### src/rtl/uart_transmitter.sv
// Serial transmitter: start bit, DATA_WIDTH data bits LSB first, one stop bit,
// each bit held CLKS_PER_BIT clocks. All outputs are registered.
module uart_transmitter #(
    parameter int unsigned DATA_WIDTH   = 8,
    parameter int unsigned CLKS_PER_BIT = 16
) (
    input  logic                  clk,
    input  logic                  rst,
    input  logic [DATA_WIDTH-1:0] data_in,
    input  logic                  load,
    output logic                  data_out,
    output logic                  busy,
    output logic                  character_sent
);

    localparam int unsigned SAMPLE_W = (CLKS_PER_BIT > 1) ? $clog2(CLKS_PER_BIT) : 1;
    localparam int unsigned BIT_W    = (DATA_WIDTH > 1) ? $clog2(DATA_WIDTH) : 1;
    localparam logic [SAMPLE_W-1:0] SAMPLE_LAST = SAMPLE_W'(CLKS_PER_BIT - 1);
    localparam logic [BIT_W-1:0]    BIT_LAST    = BIT_W'(DATA_WIDTH - 1);

    typedef enum logic [1:0] {
        IDLE  = 2'd0,
        START = 2'd1,
        DATA  = 2'd2,
        STOP  = 2'd3
    } state_t;

    state_t                state_q, state_d;
    logic [DATA_WIDTH-1:0] shift_q, shift_d;
    logic [BIT_W-1:0]      bit_q, bit_d;
    logic [SAMPLE_W-1:0]   sample_q, sample_d;
    logic                  data_out_q, data_out_d;
    logic                  busy_q, busy_d;
    logic                  sent_q, sent_d;
    logic                  bit_end;

    assign data_out       = data_out_q;
    assign busy           = busy_q;
    assign character_sent = sent_q;
    assign bit_end        = (sample_q == SAMPLE_LAST);

    // State and datapath registers; reset leaves the line idling high.
    always_ff @(posedge clk or negedge rst) begin
        if (!rst) begin
            state_q    <= IDLE;
            shift_q    <= '0;
            bit_q      <= '0;
            sample_q   <= '0;
            data_out_q <= 1'b1;
            busy_q     <= 1'b0;
            sent_q     <= 1'b0;
        end else begin
            state_q    <= state_d;
            shift_q    <= shift_d;
            bit_q      <= bit_d;
            sample_q   <= sample_d;
            data_out_q <= data_out_d;
            busy_q     <= busy_d;
            sent_q     <= sent_d;
        end
    end

    // Next-state and next-output logic; the sample counter paces each bit.
    always_comb begin
        state_d    = state_q;
        shift_d    = shift_q;
        bit_d      = bit_q;
        sample_d   = sample_q;
        data_out_d = data_out_q;
        busy_d     = busy_q;
        sent_d     = 1'b0;

        case (state_q)
            IDLE: begin
                data_out_d = 1'b1;
                busy_d     = 1'b0;
                if (load) begin
                    state_d    = START;
                    shift_d    = data_in;
                    bit_d      = '0;
                    sample_d   = '0;
                    data_out_d = 1'b0;
                    busy_d     = 1'b1;
                end
            end
            START: begin
                if (bit_end) begin
                    state_d    = DATA;
                    sample_d   = '0;
                    bit_d      = '0;
                    data_out_d = shift_q[0];
                    shift_d    = shift_q >> 1;
                end else begin
                    sample_d = sample_q + SAMPLE_W'(1);
                end
            end
            DATA: begin
                if (bit_end) begin
                    sample_d = '0;
                    if (bit_q == BIT_LAST) begin
                        state_d    = STOP;
                        data_out_d = 1'b1;
                    end else begin
                        bit_d      = bit_q + BIT_W'(1);
                        data_out_d = shift_q[0];
                        shift_d    = shift_q >> 1;
                    end
                end else begin
                    sample_d = sample_q + SAMPLE_W'(1);
                end
            end
            STOP: begin
                if (bit_end) begin
                    state_d    = IDLE;
                    sample_d   = '0;
                    data_out_d = 1'b1;
                    busy_d     = 1'b0;
                    sent_d     = 1'b1;
                end else begin
                    sample_d = sample_q + SAMPLE_W'(1);
                end
            end
            default: begin
                state_d = IDLE;
            end
        endcase
    end

endmodule
### config.mk
export PLATFORM = sky130hd
export DESIGN_NAME = uart_transmitter
export DESIGN_NICKNAME = d
export VERILOG_FILES = /design/src/rtl/uart_transmitter.sv
export SDC_FILE = /design/constraint.sdc
export NUM_CORES = 1
export LEC_CHECK = 0
export CAP_MARGIN = 30
export CORE_ASPECT_RATIO = 0.8
export CORE_UTILIZATION = 35
export DETAILED_ROUTE_END_ITERATION = 8
export MAX_ROUTING_LAYER = met4
export PLACE_DENSITY_LB_ADDON = 0.25
export SYNTH_ARGS = -nofsm -noshare
export SYNTH_HDL_FRONTEND = slang
export SYNTH_SLANG_ARGS = --single-unit
export TNS_END_PERCENT = 100
### constraint.sdc
create_clock -name clk -period 4.7 [get_ports clk]
set_input_delay 0.47 -clock clk [delete_from_list [all_inputs] [get_ports clk]]
set_output_delay 0.47 -clock clk [all_outputs]
set_load 0.005 [all_outputs]
==> impl_metrics.py <==
metrics = {
    "run_status": {
        "result_of_the_run": "finished, final reports clean",
    },
    "setup_path": {
        "crit_slowest_cell": "o211a_1",
        "timing.critical_path.to_type": "flip-flop",
        "worst_r2r_path_depth": 5,
        "critPathLaunchType": "flip-flop",
        "critPathMaxFanout": 11,
        "crit-reg2reg-launch": "bit_q[0]",
        "worst_path_most_repeated_cell": "ha_1",
        "critical_path_cell_by_cell": "ha_1, ha_1, a21oi_1, o211a_1, mux2_2",
        "worst-endpoint-arrival_ps": 2210,
        "worst-endpoint-required_ps": 4850,
        "worst_setup_path_startpoint": "bit_q[0]",
        "reg2reg_to": "bit_q[0]",
        "criticalPathCategory": "reg2reg",
        "worstSetupEndpoint": "bit_q[0]",
        "cp_slowest_stage_delay_ps": 540,
        "reg2reg_setup_slack_ps": 2640,
    },
    "route": {
        "dr_total_vias": 705,
        "post-route-drc-count": 0,
        "detail_route.wirelength_um": 1932,
        "route.detailed.wl_per_inst_um": 13.42,
        "drt_first_iter_violations": 17,
        "vias_per_cell": 4.896,
        "detail-route-antenna-nets": 0,
        "first_pass_iters": 4,
    },
    "sta": {
        "final.period_utilization_pct": 43.93,
        "worst_clock_skew_ps": 3.707,
        "totalNegativeSetupSlack_ps": 0,
        "slew_viol_final": 0,
        "post-route-min-period_ps": 2065,
        "unrepaired_setup_endpoints_after_global_routing": "no",
        "setup_viol": 0,
        "hold_violations": 0,
        "timing.fmax_ghz": 0.4843,
        "max_slew.worst_pin.slew_ps": 890.6,
        "worst_slew_margin_rel_pct": 40.44,
    },
    "floorplan": {
        "dieArea_mm2": 0.003420,
        "fp-row-count": 17,
        "initial_cell_density_of_the_core_pct": 38.58,
        "top_level_ports": 14,
        "floorplan.die.height_um": 52.51,
        "die_w_um": 65.14,
        "core_region_area_mm2": 0.002893,
    },
    "cts": {
        "worst_setup_hold_path_clk_slew_ps": 70,
        "cts_tree": "yes",
        "cts_resized": 0,
        "clk-insertion-delay-late_ps": 260,
        "root_buffer": "clkbuf_8",
        "clock_tree.buffer_depth": 2,
        "cts.sink_count": 20,
        "htree_levels": 1,
        "cts-buffers-inserted": 3,
        "cts-hold-fix-buffers": 0,
        "cts_setup_buffers": 0,
    },
    "pwr": {
        "pwr-share-comb_pct": 55.1,
        "power.density_cell_area_mw_per_mm2": 744.3,
        "clkPwrFrac_pct": 13.3,
        "max-vdd-ir-drop_v": 0.0003516,
        "switching_power_uw": 335.6,
        "switching_share_pct": 34.19,
        "proportion_of_power_drawn_by_flip_flops_and_latches_pct": 31.6,
        "total_leakage_power_nw": 0.6193,
        "internal_power_uw": 645.9,
    },
    "global_route": {
        "vias_in_the_first_global_route": 700,
        "grt_start_max_net_pins": 21,
        "grt_pass1_wl_um": 3298,
        "initial_antenna_violation_count": 0,
        "grt_usage_pct": 13.57,
        "globalRouteOverflowTotal": 0,
    },
    "yosys": {
        "yosys.cell_count.top_type": "dfrtp_1",
        "async_reset_ff_share_pct": 100.0,
        "netlist_area_mm2": 0.001116,
        "synth.distinct_cells": 31,
        "commonest_register_cell_after_synthesis": "dfrtp_1",
        "synth.largest_area_cell": "dfrtp_1",
        "post_synth_inst_count": 93,
        "synth.area.top_cells": "dfrtp_1 43%, mux2_4 11%, mux2_2 10%, ha_1 9.0%, mux2i_1 2.7%",
        "synth_fp_nets": 112,
        "synth-seq-cells": 20,
        "area_share_of_the_largest_cell_type_after_synthesis_pct": 42.60,
        "yosysSeqAreaShare_pct": 44.96,
        "postSynthAreaPerCell_um2": 12.00,
        "synth_warn": 0,
        "synth_enable_flop_cells": 0,
        "synth.cells.most_frequent": "19 x dfrtp_1, 10 x mux2_2, 8 x ha_1, 8 x mux2_4, 6 x inv_1",
    },
    "placement": {
        "post_detailed_placement_half_perimeter_wirelength_um": 1385,
        "port_buffers": 13,
        "gp_congestion": 0.7191,
    },
    "layout": {
        "finish.net_count": 126,
        "synthToLayoutAreaGrowth_pct": 18.16,
        "antenna_cells_inserted": 0,
        "regArea_um2": 501.7,
        "final_util_pct": 45.59,
        "fill_cells": 280,
        "multiInputGateArea_um2": 561.8,
        "layout_cell_share_with_drive_strength_beyond_1_pct": 21.70,
    },
    "worst_hold_path": {
        "hold_path_class": "reg2reg",
    },
    "flow_run": {
        "max-cap-violations": 0,
    },
}
-- worst min-delay path by stage --
stage / startpoint / endpoint / slack, ps / cells past startpoint
after floorplan: rst / bit_q[0] / 170 / 0
after global placement: shift_q[3] / shift_q[3] / 490 / 1
after detailed placement: shift_q[6] / shift_q[6] / 490 / 1
after CTS: shift_q[5] / shift_q[5] / 510 / 1
after global routing: shift_q[2] / shift_q[2] / 540 / 1
final: shift_q[5] / shift_q[5] / 510 / 1
-- stage by stage --
stage | instances | instance area [µm²] | hold slack, ps | setup WS (ps) | total power, mW
2_1_floorplan | 93 | 1116 | 174.4 | 2988 | 0.7566
3_3_place_gp | 140 | 1264 | 487.6 | 2501 | 0.8448
3_5_place_dp | 140 | 1264 | 494.1 | 2470 | 0.8533
4_1_cts | 144 | 1319 | 510.4 | 2618 | 0.9919
5_1_grt | 144 | 1319 | 538.5 | 2527 | 1.060
6_report | 144 | 1319 | 507.9 | 2635 | 0.9815
-- cell families (layout without fill, tap and decap cells) --
kind of cell / count (synthesis) / count (layout) / synth area share [%]
muxes: 21 / 21 / 23.54
buffers and inverters: 10 / 23 / 4.708
adders and majority gates: 8 / 8 / 8.969
DFF: 20 / 20 / 44.96
and+or+nand+nor: 19 / 19 / 8.296
AOI/OAI and AO/OA: 15 / 15 / 9.531
-- cell usage in the layout (no fill, tap or decap) --
cell              n
a211o_1           1
a211oi_1          1
a21o_1            1
a21oi_1           2
a22o_1            1
a22oi_1           1
a2bb2oi_1         1
and2_1            1
and3_1            1
clkbuf_8          4
clkdlybuf4s50_1  13
dfrtp_1          19
dfstp_2           1
ha_1              8
inv_1             6
mux2_2           10
mux2_4            8
mux2i_1           3
nand2_1           5
nand2b_1          2
nand3_1           1
nor2_1            4
nor2b_1           2
nor3_1            2
o211a_1           1
o21ai_0           3
o221ai_1          1
o22ai_1           1
o31ai_1           1
or3_1             1
-- area by class of cell --
type | count | share of cell area, %
timing repair buffer | 13 | 9.867
inverter | 6 | 1.708
multi-input combinational | 63 | 42.60
sequential | 20 | 38.05
tap | 38 | 3.605
clock buffer | 4 | 4.175
-- registers in the layout, indices dropped and copies added (netlist names) --
register,cells
bit_q,3
busy,1
character_sent,1
data_out,1
sample_q,4
shift_q,8
state_q,2
-- power by group through the flow --
stage	combinational, mW	clock [mW]	sequential [mW]
5_1_grt	0.594	0.144	0.323
4_1_cts	0.546	0.135	0.310
2_1_floorplan	0.455	0	0.301
3_3_place_gp	0.535	0	0.310
6_report	0.541	0.130	0.310
3_5_place_dp	0.540	0	0.314
-- per-layer routing --
| layer | share of wire, % | track usage, % | vias up |
|---|---|---|---|
| li1 | - | - | 355 |
| met1 | 53 | 18.59 | 335 |
| met2 | 42 | 19.27 | 12 |
| met3 | 4.3 | 3.913 | 3 |
| met4 | 1.1 | 4.348 | 0 |
| met5 | 0 | - | - |
-- critical path: cells and delay by family, from the launching register on --
kind	cells	cell delay [ps]
flip-flops	1	400
AO/OA/AOI/OAI	2	720
multiplexers	1	390
adder cells (fa/ha/maj)	2	430
Power figures use the tool's default switching activity.
